### config.mk
export PLATFORM = sky130hd
export DESIGN_NAME = mips_instr_encoder_flat
export DESIGN_NICKNAME = d
export VERILOG_FILES = /design/src/rtl/mips_isa_pkg.sv /design/src/rtl/mips_instr_encoder_if.sv /design/src/rtl/mips_instr_encoder_fifo.sv /design/src/rtl/mips_instr_encoder.sv /design/src/flat_wrapper.sv
export SDC_FILE = /design/constraint.sdc
export NUM_CORES = 1
export LEC_CHECK = 0
export ABC_CLOCK_PERIOD_IN_PS = 7200
export CAP_MARGIN = 20
export CORE_ASPECT_RATIO = 1.2
export CORE_MARGIN = 1.5
export CORE_UTILIZATION = 64
export DETAILED_ROUTE_END_ITERATION = 10
export DONT_BUFFER_PORTS = 1
export PLACE_DENSITY = 0.89
export SLEW_MARGIN = 15
export SYNTH_ARGS = -nofsm -noshare
export SYNTH_HDL_FRONTEND = slang
export SYNTH_SLANG_ARGS = --single-unit
### constraint.sdc
create_clock -name clk -period 7.2 [get_ports clk]
set_clock_uncertainty 0.1 [all_clocks]
set_input_delay 0.36 -clock clk [delete_from_list [all_inputs] [get_ports clk]]
set_output_delay 0.36 -clock clk [all_outputs]
set_load 0.1 [all_outputs]
### src/rtl/mips_isa_pkg.sv
// Shared MIPS ISA constants: op-class enum, opcodes/functs, encoder state.
// Also holds the word encoder used by the program loader.
package mips_isa_pkg;

    typedef enum logic [3:0] {
        OP_ADD = 4'd0,
        OP_SUB = 4'd1,
        OP_ORI = 4'd2,
        OP_LW  = 4'd3,
        OP_SW  = 4'd4,
        OP_BEQ = 4'd5,
        OP_LUI = 4'd6,
        OP_JAL = 4'd7,
        OP_JR  = 4'd8
    } op_e;

    typedef enum logic [1:0] {
        S_IDLE,
        S_RUN,
        S_DRAIN,
        S_DONE
    } enc_state_e;

    localparam logic [5:0] OPC_RTYPE = 6'h00;
    localparam logic [5:0] OPC_ORI   = 6'h0D;
    localparam logic [5:0] OPC_LW    = 6'h23;
    localparam logic [5:0] OPC_SW    = 6'h2B;
    localparam logic [5:0] OPC_BEQ   = 6'h04;
    localparam logic [5:0] OPC_LUI   = 6'h0F;
    localparam logic [5:0] OPC_JAL   = 6'h03;
    localparam logic [5:0] FN_ADD    = 6'h20;
    localparam logic [5:0] FN_SUB    = 6'h22;
    localparam logic [5:0] FN_JR     = 6'h08;

    localparam logic [31:0] BASE_ADDR_DEF = 32'h0000_3000;

    function automatic logic op_legal(logic [3:0] op);
        return op <= 4'd8;
    endfunction

    // Unknown op classes fall through to an all-zero word (sll $0 = nop).
    function automatic logic [31:0] encode(
        logic [3:0]  op,
        logic [4:0]  rs,
        logic [4:0]  rt,
        logic [4:0]  rd,
        logic [15:0] imm,
        logic [25:0] tgt
    );
        logic [31:0] w;
        w = '0;
        case (op)
            OP_ADD: w = {OPC_RTYPE, rs, rt, rd, 5'h0, FN_ADD};
            OP_SUB: w = {OPC_RTYPE, rs, rt, rd, 5'h0, FN_SUB};
            OP_ORI: w = {OPC_ORI, rs, rt, imm};
            OP_LW:  w = {OPC_LW, rs, rt, imm};
            OP_SW:  w = {OPC_SW, rs, rt, imm};
            OP_BEQ: w = {OPC_BEQ, rs, rt, imm};
            OP_LUI: w = {OPC_LUI, 5'h0, rt, imm};
            OP_JAL: w = {OPC_JAL, tgt};
            OP_JR:  w = {OPC_RTYPE, rs, 15'h0, FN_JR};
            default: w = '0;
        endcase
        return w;
    endfunction

endpackage

### src/rtl/mips_instr_encoder_if.sv
// Request bus (valid/ready + instruction fields) and IM write bus.
// master: request source / IM sink side; slave: the encoder.
interface mips_instr_encoder_if #(
    parameter int ADDR_W = 32
);
    logic              in_valid;
    logic              in_ready;
    logic [3:0]        in_op;
    logic [4:0]        in_rs;
    logic [4:0]        in_rt;
    logic [4:0]        in_rd;
    logic [15:0]       in_imm;
    logic [25:0]       in_target;
    logic              in_last;
    logic              im_we;
    logic [ADDR_W-1:0] im_addr;
    logic [31:0]       im_wdata;
    logic              im_ready;

    modport master (
        output in_valid, in_op, in_rs, in_rt, in_rd,
        output in_imm, in_target, in_last, im_ready,
        input  in_ready, im_we, im_addr, im_wdata
    );

    modport slave (
        input  in_valid, in_op, in_rs, in_rt, in_rd,
        input  in_imm, in_target, in_last, im_ready,
        output in_ready, im_we, im_addr, im_wdata
    );
endinterface

### src/rtl/mips_instr_encoder_fifo.sv
// instr_fifo: synchronous FIFO of encoded words + last flag.
// Ports: clk, reset, flush, push/din, pop/dout, full, empty.
module instr_fifo #(
    parameter int DEPTH = 4,
    parameter int W     = 33
) (
    input  logic         clk,
    input  logic         reset,
    input  logic         flush,
    input  logic         push,
    input  logic [W-1:0] din,
    input  logic         pop,
    output logic [W-1:0] dout,
    output logic         full,
    output logic         empty
);
    localparam int AW = $clog2(DEPTH);

    logic [W-1:0] mem [DEPTH];
    logic [AW:0]  wp;
    logic [AW:0]  rp;

    // Extra pointer bit separates full from empty.
    assign empty = (wp == rp);
    assign full  = (wp[AW] != rp[AW]) &&
                   (wp[AW-1:0] == rp[AW-1:0]);
    assign dout  = mem[rp[AW-1:0]];

    always_ff @(posedge clk or posedge reset) begin
        if (reset) begin
            wp <= '0;
            rp <= '0;
            for (int i = 0; i < DEPTH; i++) begin
                mem[i] <= '0;
            end
        end else if (flush) begin
            wp <= '0;
            rp <= '0;
        end else begin
            if (push && !full) begin
                mem[wp[AW-1:0]] <= din;
                wp <= wp + 1'b1;
            end
            if (pop && !empty) begin
                rp <= rp + 1'b1;
            end
        end
    end
endmodule

### src/rtl/mips_instr_encoder.sv
// Program loader: encodes requests, buffers them, writes IM from BASE_ADDR.
// Ports: clk, reset, start, bus (slave), count, done, err. Option: ENC_ILLEGAL_TRAP_EN.
module mips_instr_encoder
    import mips_isa_pkg::*;
#(
    parameter int                DEPTH     = 4,
    parameter int                ADDR_W    = 32,
    parameter logic [ADDR_W-1:0] BASE_ADDR = ADDR_W'(BASE_ADDR_DEF),
    parameter int                MAX_WORDS = 1024
) (
    input  logic                       clk,
    input  logic                       reset,
    input  logic                       start,
    mips_instr_encoder_if.slave        bus,
    output logic [15:0]                count,
    output logic                       done,
    output logic                       err
);
    enc_state_e        state;
    enc_state_e        state_nx;
    logic              full;
    logic              empty;
    logic              push;
    logic              pop;
    logic              accept;
    logic              cap;
    logic              ovf;
    logic              drain_fin;
    logic [32:0]       head;
    logic [31:0]       word;
    logic [ADDR_W-1:0] addr_q;

    assign word = encode(bus.in_op, bus.in_rs, bus.in_rt,
                         bus.in_rd, bus.in_imm, bus.in_target);

    assign cap = (count == 16'(MAX_WORDS));
    // FIFO only holds data in RUN/DRAIN, so pending data at cap is overflow.
    assign ovf = cap && !empty;

    // No accept while restarting or overflowing: it would be flushed.
    assign bus.in_ready = (state == S_RUN) && !full && !start && !ovf;
    assign accept       = bus.in_valid && bus.in_ready;

`ifdef ENC_ILLEGAL_TRAP_EN
    logic legal;
    assign legal = op_legal(bus.in_op);
    assign push  = accept && legal;
`else
    assign push  = accept;
`endif

    assign bus.im_we    = !empty && !cap;
    assign bus.im_addr  = addr_q;
    assign bus.im_wdata = empty ? 32'h0 : head[31:0];
    assign pop          = bus.im_we && bus.im_ready;

    instr_fifo #(
        .DEPTH (DEPTH),
        .W     (33)
    ) u_fifo (
        .clk   (clk),
        .reset (reset),
        .flush (start || ovf),
        .push  (push),
        .din   ({bus.in_last, word}),
        .pop   (pop),
        .dout  (head),
        .full  (full),
        .empty (empty)
    );

    always_comb begin
        state_nx  = state;
        drain_fin = 1'b0;
        if (start) begin
            state_nx = S_RUN;
        end else if (ovf) begin
            state_nx = S_DONE;
        end else begin
            case (state)
                S_IDLE: state_nx = S_IDLE;
                S_RUN: begin
                    if (accept && bus.in_last) begin
                        state_nx = S_DRAIN;
                    end
                end
                S_DRAIN: begin
                    // Empty covers a trapped last request.
                    if (empty || (pop && head[32])) begin
                        state_nx  = S_DONE;
                        drain_fin = 1'b1;
                    end
                end
                S_DONE:  state_nx = S_IDLE;
                default: state_nx = S_IDLE;
            endcase
        end
    end

    always_ff @(posedge clk or posedge reset) begin
        if (reset) begin
            state  <= S_IDLE;
            addr_q <= BASE_ADDR;
            count  <= '0;
            done   <= 1'b0;
            err    <= 1'b0;
        end else begin
            state <= state_nx;
            done  <= drain_fin;
            if (start) begin
                addr_q <= BASE_ADDR;
                count  <= '0;
                err    <= 1'b0;
            end else begin
                if (pop) begin
                    addr_q <= addr_q + ADDR_W'(4);
                    count  <= count + 16'd1;
                end
                if (ovf) begin
                    err <= 1'b1;
                end
`ifdef ENC_ILLEGAL_TRAP_EN
                if (accept && !legal) begin
                    err <= 1'b1;
                end
`endif
            end
        end
    end
endmodule

### src/flat_wrapper.sv
// flat-port wrapper written by rule: the top's interface ports become plain ports
module mips_instr_encoder_flat import mips_isa_pkg::*;
#(
    parameter int                DEPTH     = 4,
    parameter int                ADDR_W    = 32,
    parameter logic [ADDR_W-1:0] BASE_ADDR = ADDR_W'(BASE_ADDR_DEF),
    parameter int                MAX_WORDS = 1024
)
  (clk, reset, start, count, done, err, bus_in_valid, bus_in_op, bus_in_rs, bus_in_rt, bus_in_rd, bus_in_imm, bus_in_target, bus_in_last, bus_im_ready, bus_in_ready, bus_im_we, bus_im_addr, bus_im_wdata);
  mips_instr_encoder_if #(.ADDR_W(ADDR_W)) bus_i ();
  input  logic clk;
  input  logic reset;
  input  logic start;
  output logic [15:0] count;
  output logic done;
  output logic err;
  input wire logic [$bits(bus_i.in_valid)-1:0] bus_in_valid;
  input wire logic [$bits(bus_i.in_op)-1:0] bus_in_op;
  input wire logic [$bits(bus_i.in_rs)-1:0] bus_in_rs;
  input wire logic [$bits(bus_i.in_rt)-1:0] bus_in_rt;
  input wire logic [$bits(bus_i.in_rd)-1:0] bus_in_rd;
  input wire logic [$bits(bus_i.in_imm)-1:0] bus_in_imm;
  input wire logic [$bits(bus_i.in_target)-1:0] bus_in_target;
  input wire logic [$bits(bus_i.in_last)-1:0] bus_in_last;
  input wire logic [$bits(bus_i.im_ready)-1:0] bus_im_ready;
  output wire logic [$bits(bus_i.in_ready)-1:0] bus_in_ready;
  output wire logic [$bits(bus_i.im_we)-1:0] bus_im_we;
  output wire logic [$bits(bus_i.im_addr)-1:0] bus_im_addr;
  output wire logic [$bits(bus_i.im_wdata)-1:0] bus_im_wdata;
  assign bus_i.in_valid = bus_in_valid;
  assign bus_i.in_op = bus_in_op;
  assign bus_i.in_rs = bus_in_rs;
  assign bus_i.in_rt = bus_in_rt;
  assign bus_i.in_rd = bus_in_rd;
  assign bus_i.in_imm = bus_in_imm;
  assign bus_i.in_target = bus_in_target;
  assign bus_i.in_last = bus_in_last;
  assign bus_i.im_ready = bus_im_ready;
  assign bus_in_ready = bus_i.in_ready;
  assign bus_im_we = bus_i.im_we;
  assign bus_im_addr = bus_i.im_addr;
  assign bus_im_wdata = bus_i.im_wdata;
  mips_instr_encoder #(.DEPTH(DEPTH), .ADDR_W(ADDR_W), .BASE_ADDR(BASE_ADDR), .MAX_WORDS(MAX_WORDS)) u_core (.clk(clk), .reset(reset), .start(start), .bus(bus_i), .count(count), .done(done), .err(err));
endmodule
==> flow_metrics.tcl, run 1 <==
set metrics [dict create \
    clock_latency_ns 0.43 \
    use_met3_pct 5.23 \
    detailed_place_hpwl_um 12700 \
    tightest_slew_ns 1.11 \
    p_int_mw 2.17 \
    use_met1_pct 36.7 \
    syn_area_um2 9030 \
    die_w_um 111 \
    relSlewSlack_pct 25.7 \
    grt_max_degree 111 \
    synth_flop_cell "dfrtp_1" \
    async_reset_ff_share_pct 100 \
    grt_pass1_wl_um 33200 \
    syn_inst 869 \
    synth_cell_types 50 \
    timing.max_cap.violations 0 \
    critPathLaunch "u_core.count[0]$_DFFE_PP0P_" \
    finalMaxSlewViolations 0 \
    setup_tns_ns 0 \
    synth_warnings 0 \
    grt.busiest_layer "met2" \
    drtAntennaViolNets 0 \
    ff2ff_path_depth 8 \
    rsz0062_at_grt "no" \
    cts_max_level 4 \
    rr_endpoint "u_core.bus.im_addr[27]$_DFFE_PP0P_" \
    area_growth_pct 8.84 \
    antenna_found_initial 0 \
    path_max_fanout 25 \
    r2r_start "u_core.count[0]$_DFFE_PP0P_" \
    gp_congestion 0.829 \
    crit_type "reg2out" \
    drive_gt1_share_pct 13.2 \
    power_density_nw_per_um2 365 \
    power.switching_mw 1.42 \
    critical_path_required_ns 6.74 \
    setup_violations 0 \
    synthMuxAreaShare_pct 12.0 \
    min_path_type "in2reg" \
    die_area_um2 14800 \
    drc 0 \
    cts_tree "built" \
    synth_top_family_by_area "simple AND/OR/NAND/NOR gates" \
    status "complete, no violations" \
    cts_max_path_buffers 2 \
    switching_share_pct 39.6 \
    grt-ovfl-total 0 \
    core_um2 13800 \
    worstPathArrival_ns 3.71 \
    portBuffers 0 \
    root_buffer "clkbuf_16" \
    cp-endpoint "bus_in_ready" \
    ff2ff_setup_slack_ns 3.35 \
    synth_fa_ha_area_share_pct 1.52 \
    synth_edf_count 0 \
    antenna_cells 0 \
    drtIter0Drc 630 \
    crit_path_end_kind "output pin" \
    wirelength_um 20200 \
    synth_simple_gate_area_share_pct 16.8 \
    cts_buffers 17 \
    rows 47 \
    layout_min_cycle_time_ns 4.17 \
    ctsResizeCount 0 \
    grt_use_total_pct 28.2 \
    synth_compound_area_share_pct 12.0 \
    nets 921 \
    p_comb_share_pct 33.1 \
    ys_seq_area_share_pct 51.0 \
    via_per_inst 6.47 \
    startpoint_type "flip-flop" \
    ir_drop_mv 0.351 \
    hold_violations 0 \
    seqPwrFrac_pct 39.1 \
    finalPower_mw 3.59 \
    dr.pass1.iters 6 \
    num_vias 6631 \
    p_clk_share_pct 27.8 \
    p_leak_nw 4.19 \
    avgSynthCellArea_um2 10.4 \
    wire_per_inst_um 19.7 \
    met2_usage_pct 48.0 \
    cts.clk_slew.worst_paths_ns 0.06 \
    synth-seq-cells 184 \
    max_freq_mhz 240 \
    clock_sinks 184 \
    fin_crit_sh_pct 57.9 \
    die_y_um 133 \
    num_io_pins 151 \
    start_util_pct 65.4 \
    first_global_vias 6608 \
    synth-xor-area-share_pct 3.01 \
]
cells by family after synthesis:
kind of cell	count (synthesis)
AO/OA/AOI/OAI	189
XOR/XNOR	31
multiplexers	65
adder cells (fa/ha/maj)	11
AND/OR/NAND/NOR	312
other	1
buffers and inverters	76
flip-flops	184
sequential cells by signal, summed over array words and instances, names as in the netlist:
register            count
u_core.u_fifo.mem     128
u_core.bus.im_addr     30
u_core.count           16
u_core.u_fifo.rp        3
u_core.u_fifo.wp        3
u_core.state            2
u_core.done             1
u_core.err              1
cell type report:
cell class              instances  area (um2)
clock inverters                11         171
repair buffers                 13         123
well taps                     171         214
flip-flops and latches        184        4610
fillers                       989        3990
inverters                      16        65.1
clock buffers                  19         453
multi-input cells             611        4200
stage by stage:
stage / cells / setup slack (ns) / utilization (%) / instance area, um2 / hold WS [ns]
after CTS: 1025 / 3.04 / 71.1 / 9830 / 0.0336
final: 1025 / 3.03 / 71.1 / 9830 / 0.0449
after detailed placement: 992 / 3.44 / 66.3 / 9170 / 0.332
after global routing: 1025 / 2.88 / 71.1 / 9830 / 0.0540
after floorplan: 871 / 1.74 / - / 9040 / 0.345
after global placement: 991 / 3.57 / 66.2 / 9150 / 0.329
critical path: stages, from the launching register on:
cell	delay [ns]
dfrtp_1	0.99
inv_1	0.20
ha_1	0.25
nor3b_1	0.13
nand4_1	0.14
buf_4	0.31
o21ai_1	0.30
nor2_2	0.94
cell usage in the layout, fill, tap and decap left out, types with 15 or more instances in the layout:
master	n
xor2_1	16
mux2_2	27
and2_1	35
clkbuf_16	17
a21oi_1	26
nand2_1	126
nor2_1	49
mux4_2	32
nand3_1	25
xnor2_1	15
o21ai_0	113
dfrtp_1	180
layer usage:
metal,share of wire [%],vias to the layer above
met5,0,-
met4,1.7,0
met3,6.5,27
met2,52,263
met1,40,3301
li1,-,3040
what timing repair did:
action                    4_1_cts  5_1_grt
setup buffers                   0        0
hold endpoints to repair      153        0
hold buffers                    3        0
worst min path at each step:
stage	startpoint	end	slack, ns	cells past startpoint
floorplan	u_core.u_fifo.mem[33]$_DFFE_PP0P_	u_core.u_fifo.mem[33]$_DFFE_PP0P_	0.34	2
global placement	start	u_core.bus.im_addr[26]$_DFFE_PP0P_	0.33	1
detailed placement	start	u_core.bus.im_addr[29]$_DFFE_PP0P_	0.33	1
CTS	bus_im_ready	u_core.done$_DFF_PP0_	0.03	2
global route	bus_in_op[3]	u_core.u_fifo.mem[93]$_DFFE_PP0P_	0.05	2
finish	bus_im_ready	u_core.done$_DFF_PP0_	0.04	2
synthesized netlist by cell type, types with 13 or more instances:
master	instances	area share (%)
inv_1	15	0.62
a21oi_1	26	1.4
clkbuf_1	46	1.9
a22oi_1	14	1.2
nand2_1	126	5.2
o31ai_1	13	1.1
dfrtp_1	182	50
xnor2_1	15	1.5
and2_1	35	2.4
xor2_1	16	1.6
o21ai_0	113	6.3
nor2_1	50	2.1
nand4_1	13	0.90
nand3_1	25	1.4
mux2_2	27	3.4
mux4_2	32	8.0
power groups by stage:
| stage | Clock [mW] | Sequential, mW | Combinational (mW) |
|---|---|---|---|
| 3_3_place_gp | 0 | 1.40 | 1.14 |
| 5_1_grt | 1.04 | 1.43 | 1.27 |
| 4_1_cts | 1.00 | 1.40 | 1.20 |
| 3_5_place_dp | 0 | 1.42 | 1.18 |
| 2_1_floorplan | 0 | 1.37 | 1.03 |
| 6_report | 0.996 | 1.40 | 1.19 |
Note: power is estimated with default switching activity, not from simulation.
==> run 2, diff against run 1 <==
--- a/config.mk
+++ b/config.mk
@@ -5,7 +5,7 @@
 export SDC_FILE = /design/constraint.sdc
 export NUM_CORES = 1
 export LEC_CHECK = 0
-export ABC_CLOCK_PERIOD_IN_PS = 7200
+export ABC_CLOCK_PERIOD_IN_PS = 3900
 export CAP_MARGIN = 20
 export CORE_ASPECT_RATIO = 1.2
 export CORE_MARGIN = 1.5
==> constraint.sdc (replaced) <==
create_clock -name clk -period 3.9 [get_ports clk]
set_clock_uncertainty 0.1 [all_clocks]
set_input_delay 0.195 -clock clk [delete_from_list [all_inputs] [get_ports clk]]
set_output_delay 0.195 -clock clk [all_outputs]
set_load 0.1 [all_outputs]
==> run 2 against run 1 <==
  * The flow now finishes with violations (hold timing)
  * Worst setup slack got worse by 2.7 ns
  * Critical endpoint is now u_core.bus.im_addr[29]$_DFFE_PP0P_
  * Flip-flop and latch count did not move
  * Sequential share of layout area fell by 4.3 points
  * Largest power group is now combinational logic
  * Utilization rose by 7.3 points
  * Clock-buffer cell count fell by 2
  * Routed wire length rose by 27%
==> flow_metrics.tcl, run 2 (synthesis gave the netlist of run 1 again) <==
set metrics [dict create \
    status "finished with violations" \
    failed_checks "hold timing" \
    cts_max_path_buffers 2 \
    route.met3.wl_um 2290 \
    rr_endpoint "u_core.bus.im_addr[29]$_DFFE_PP0P_" \
    tightest_slew_ns 1.15 \
    power_density_nw_per_um2 639 \
    layout_min_cycle_time_ns 3.61 \
    setup_violations 0 \
    cts_max_level 4 \
    antenna_found_initial 1 \
    ff2ff_path_depth 6 \
    area_growth_pct 20.0 \
    first_global_vias 7844 \
    crit_chain "and4_1 -> nand3_1 -> or4b_1 -> or4_1 -> a21oi_1 -> dlygate4sd3_1" \
    finalMaxSlewViolations 0 \
    crit_type "reg2reg" \
    post_cts_buffers 0 \
    wirelength_um 25600 \
    die_area_um2 14800 \
    crit_path_end_kind "flip-flop" \
    grt_pass1_wl_um 40900 \
    drive_gt1_share_pct 19.4 \
    nets 1036 \
    r2r_start "u_core.bus.im_addr[10]$_DFFE_PP0P_" \
    rows 47 \
    m1WireLength_um 8980 \
    ir_drop_mv 0.490 \
    worstPathArrival_ns 3.89 \
    hold_violations 2 \
    path_max_fanout 25 \
    max_freq_mhz 277 \
    grt-ovfl-total 0 \
    drtAntennaViolNets 0 \
    gp_congestion 0.792 \
    min_path_type "in2reg" \
    clock_sinks 184 \
    cpPeakStageDelay_ns 0.90 \
    fillers 759 \
    multi_input_area_um2 4200 \
    dr.pass1.iters 7 \
    cts_buffers 17 \
    top_layer_used "met4" \
    top_register "u_core.u_fifo.mem" \
    crit_slowest_cell "or4b_1" \
    ff2ff_setup_slack_ns 0.29 \
    setup_tns_ns 0 \
    crit_buf_inv 1 \
    fin_crit_sh_pct 92.4 \
    root_buffer "clkbuf_16" \
    whs_path_depth 2 \
    core_um2 13800 \
    cts_tree "built" \
    crit_family "simple AND/OR/NAND/NOR gates" \
    timing.max_cap.violations 0 \
    die_y_um 133 \
    ff_latch_area_um2 4610 \
    num_vias 7742 \
    critical_path_depth 6 \
    p_leak_nw 4.73 \
    grt_max_degree 77 \
    startpoint_type "flip-flop" \
    relSlewSlack_pct 23.2 \
    met2_length_um 13100 \
    die_w_um 111 \
    via_per_inst 6.77 \
    portBuffers 0 \
    final_common_cell "dfrtp_1" \
    cts.clk_slew.worst_paths_ns 0.08 \
    clock_latency_ns 0.44 \
    drc 0 \
    critical_path_required_ns 4.18 \
    rsz0062_at_grt "no" \
    detailed_place_hpwl_um 14300 \
    hold_end "u_core.u_fifo.mem[38]$_DFFE_PP0P_" \
    critPathLaunch "u_core.bus.im_addr[10]$_DFFE_PP0P_" \
    hold_slack_ns -0.0101 \
    start_util_pct 65.4 \
    grt_use_total_pct 35.4 \
    final_util_pct 78.4 \
    layout_common_cells "178 x dfrtp_1, 126 x nand2_1, 113 x o21ai_0, 78 x buf_4, 49 x nor2_1" \
    min_from "bus_in_target[5]" \
    wire_per_inst_um 22.4 \
    drtIter0Drc 1024 \
    num_io_pins 151 \
    largest_reg_flops 128 \
]
==> run 2: cell types whose count changed in the layout (fill, tap and decap cells not counted), moves of 2 or more <==
cell,change
buf_4,+69
dlygate4sd3_1,+44
buf_12,+3
clkbuf_8,-2
clkinv_4,+2
clkinvlp_4,+2
dfrtp_1,-2
dfrtp_2,+2
inv_8,+2
==> run 2: where the power goes <==
group / switching [mW] / internal, mW / total [mW]
logic: 1.78 / 0.802 / 2.58
registers: 0.236 / 2.28 / 2.51
clock network: 0.802 / 1.02 / 1.83
total: 2.82 / 4.10 / 6.92
==> run 2: how the worst max path moves through the flow <==
stage                                               to  slack (ns)
finish              u_core.bus.im_addr[29]$_DFFE_PP0P_        0.29
CTS                 u_core.bus.im_addr[29]$_DFFE_PP0P_        0.11
floorplan                                 bus_in_ready        0.12
detailed placement  u_core.bus.im_addr[30]$_DFFE_PP0P_        0.68
global placement    u_core.bus.im_addr[22]$_DFFE_PP0P_        0.77
global route        u_core.bus.im_addr[29]$_DFFE_PP0P_        0.20
==> run 2: layout make-up <==
| cell class | count | area share, % |
|---|---|---|
| antenna | 1 | 0.0231 |
| clock buffer | 17 | 3.92 |
| clock inverter | 15 | 1.78 |
| inverter | 16 | 0.589 |
| multi-input combinational | 611 | 38.8 |
| sequential | 184 | 42.5 |
| tap | 171 | 1.97 |
| timing repair buffer | 128 | 10.4 |
==> run 2: layer usage <==
layer,vias to the layer above,GRT usage [%]
li1,3278,-
met1,3790,42.6
met2,555,60.2
met3,119,7.78
met4,0,18.8
met5,-,0
==> run 2: timing repair <==
action	CTS	global route
resized for setup	0	2
endpoints found under the hold margin	176	0
hold buffers	47	0
setup endpoints to repair	0	1
==> run 2: per-stage QoR <==
stage / instance area [um2] / hold slack [ns] / std cells / power, mW / setup slack (ns)
finish: 10800 / -0.0101 / 1143 / 6.92 / 0.295
CTS: 10800 / 0.00228 / 1141 / 6.87 / 0.114
floorplan: 9040 / 0.213 / 871 / 4.43 / 0.115
global route: 10800 / 0.0168 / 1143 / 7.17 / 0.197
global placement: 9710 / 0.165 / 1062 / 4.89 / 0.769
detailed placement: 9710 / 0.166 / 1062 / 4.99 / 0.676
==> run 3, diff against run 2 <==
--- a/config.mk
+++ b/config.mk
@@ -6,14 +6,14 @@
 export NUM_CORES = 1
 export LEC_CHECK = 0
 export ABC_CLOCK_PERIOD_IN_PS = 3900
+export BUFFER_PORTS_ARGS = -buffer_cell sky130_fd_sc_hd__buf_4
 export CAP_MARGIN = 20
 export CORE_ASPECT_RATIO = 1.2
-export CORE_MARGIN = 1.5
-export CORE_UTILIZATION = 64
+export CORE_MARGIN = 3
+export CORE_UTILIZATION = 57
 export DETAILED_ROUTE_END_ITERATION = 10
-export DONT_BUFFER_PORTS = 1
-export PLACE_DENSITY = 0.89
-export SLEW_MARGIN = 15
+export PLACE_DENSITY = 0.9
+export SLEW_MARGIN = 25
 export SYNTH_ARGS = -nofsm -noshare
 export SYNTH_HDL_FRONTEND = slang
 export SYNTH_SLANG_ARGS = --single-unit
==> run 3 against run 2 <==
  * The run now ends clean
  * Final area is 1.9% higher
  * Routed wire length is 11% lower
  * Non-clock buffer count is 41 higher
  * Sequential power hardly changed
  * Via count is 3.7% lower
  * Critical path depth is 1 higher
  * Cell count is 6.3% higher
  * Sequential share of layout area is 0.82 points lower
  * Hold slack better by 0.034 ns
  * Total power is 1.4% higher
  * Combinational power hardly changed
==> flow_metrics.tcl, run 3 (synthesis gave the netlist of run 1 again) <==
set metrics [dict create \
    postCtsHoldBufs 2 \
    die_y_um 144 \
    fin_crit_sh_pct 81.7 \
    ff2ff_setup_slack_ns 0.71 \
    multi_input_area_um2 4190 \
    drtAntennaViolNets 0 \
    finalMaxSlewViolations 0 \
    relSlewSlack_pct 35.1 \
    rsz0062_at_grt "no" \
    layout_common_cells "180 x dfrtp_1, 167 x buf_4, 126 x nand2_1, 113 x o21ai_0, 50 x nor2_1" \
    via_per_inst 6.14 \
    layout_min_cycle_time_ns 3.19 \
    max_freq_mhz 314 \
    power_density_nw_per_um2 635 \
    first_global_vias 7536 \
    grt_use_total_pct 27.1 \
    drc 0 \
    ctsResizeCount 0 \
    critPathLaunch "u_core.count[0]$_DFFE_PP0P_" \
    cts_max_path_buffers 2 \
    root_buffer "clkbuf_16" \
    status "complete, no violations" \
    nets 1077 \
    num_vias 7457 \
    worstPathArrival_ns 3.40 \
    top_register "u_core.u_fifo.mem" \
    min_path_type "in2reg" \
    largest_reg_flops 128 \
    tightest_slew_ns 0.969 \
    startpoint_type "flip-flop" \
    setup_tns_ns 0 \
    die_area_um2 17400 \
    dr.pass1.iters 5 \
    post_cts_buffers 0 \
    hold_slack_ns 0.0243 \
    gp_congestion 0.822 \
    antenna_cells 0 \
    critical_path_required_ns 4.12 \
    path_max_fanout 25 \
    ff2ff_path_depth 7 \
    num_io_pins 151 \
    die_w_um 121 \
    crit_path_end_kind "flip-flop" \
    grt_max_degree 58 \
    r2r_start "u_core.count[0]$_DFFE_PP0P_" \
    ff_latch_area_um2 4610 \
    final_common_cell "dfrtp_1" \
    ir_drop_mv 0.430 \
    start_util_pct 59.2 \
    fin_area_um2 11000 \
    drive_gt1_share_pct 26.6 \
    clock_sinks 184 \
    rr_endpoint "u_core.bus.im_addr[27]$_DFFE_PP0P_" \
    rows 49 \
    hold_end "u_core.u_fifo.mem[103]$_DFFE_PP0P_" \
    wire_per_inst_um 18.7 \
    timing.max_cap.violations 0 \
    grt_pass1_wl_um 37700 \
    detailed_place_hpwl_um 14800 \
    portBuffers 147 \
    wirelength_um 22700 \
    area_growth_pct 22.3 \
    cts.clk_slew.worst_paths_ns 0.07 \
    setup_violations 0 \
    cts_tree "built" \
    cts_max_level 4 \
    antenna_found_initial 0 \
    min_from "bus_in_imm[4]" \
    p_leak_nw 4.99 \
    cts_buffers 17 \
    drtIter0Drc 905 \
    fillers 1002 \
    whs_path_depth 3 \
    core_um2 15300 \
    place_area_um2 10400 \
    clock_latency_ns 0.43 \
    grt-ovfl-total 0 \
    hold_violations 0 \
    crit_type "reg2reg" \
]
## run 3: report_power, final
group | total (mW) | leakage [nW] | internal [mW] | switching [mW]
combinational | 2.60 | 2.17 | 0.823 | 1.77
clock | 1.90 | 0.315 | 1.17 | 0.735
sequential | 2.51 | 2.51 | 2.28 | 0.236
total | 7.01 | 4.99 | 4.27 | 2.75
## run 3: final cells by class
cell class | count | share of cell area (%)
flip-flops and latches | 184 | 41.7
multi-input cells | 611 | 38.0
repair buffers | 169 | 11.5
clock buffers | 19 | 4.10
well taps | 204 | 2.31
clock inverters | 12 | 1.79
inverters | 16 | 0.578
## run 3: worst max-delay path by stage
stage | end | slack (ns) | cells after the start
3_3_place_gp | u_core.bus.im_addr[22]$_DFFE_PP0P_ | 0.87 | 7
4_1_cts | u_core.bus.im_addr[27]$_DFFE_PP0P_ | 0.74 | 7
3_5_place_dp | u_core.bus.im_addr[31]$_DFFE_PP0P_ | 0.81 | 7
2_1_floorplan | bus_in_ready | 0.12 | 7
5_1_grt | u_core.bus.im_addr[27]$_DFFE_PP0P_ | 0.56 | 7
6_report | u_core.bus.im_addr[27]$_DFFE_PP0P_ | 0.71 | 7
## run 3: metal layers
metal | wire length (um) | track usage [%] | vias to the layer above
met5 | 0 | 0 | -
met4 | 455 | 9.73 | 0
met3 | 1490 | 5.43 | 47
met2 | 11600 | 45.2 | 332
met1 | 9120 | 35.6 | 3714
li1 | - | - | 3364
## run 3: metrics by stage
stage	cells	power [mW]	setup slack, ns	util [%]
2_1_floorplan	871	4.43	0.115	-
3_3_place_gp	1182	5.00	0.868	68.0
3_5_place_dp	1182	5.09	0.809	68.0
4_1_cts	1215	7.01	0.744	72.4
5_1_grt	1215	7.29	0.561	72.4
6_report	1215	7.01	0.712	72.4
## run 3: critical path: stages, from the launching register on
cell,delay (ns)
dfrtp_1,0.41
inv_1,0.09
ha_1,0.20
nor3b_1,0.14
nand4_1,0.49
or4b_1,0.85
nor3b_1,0.40
mux2_2,0.38
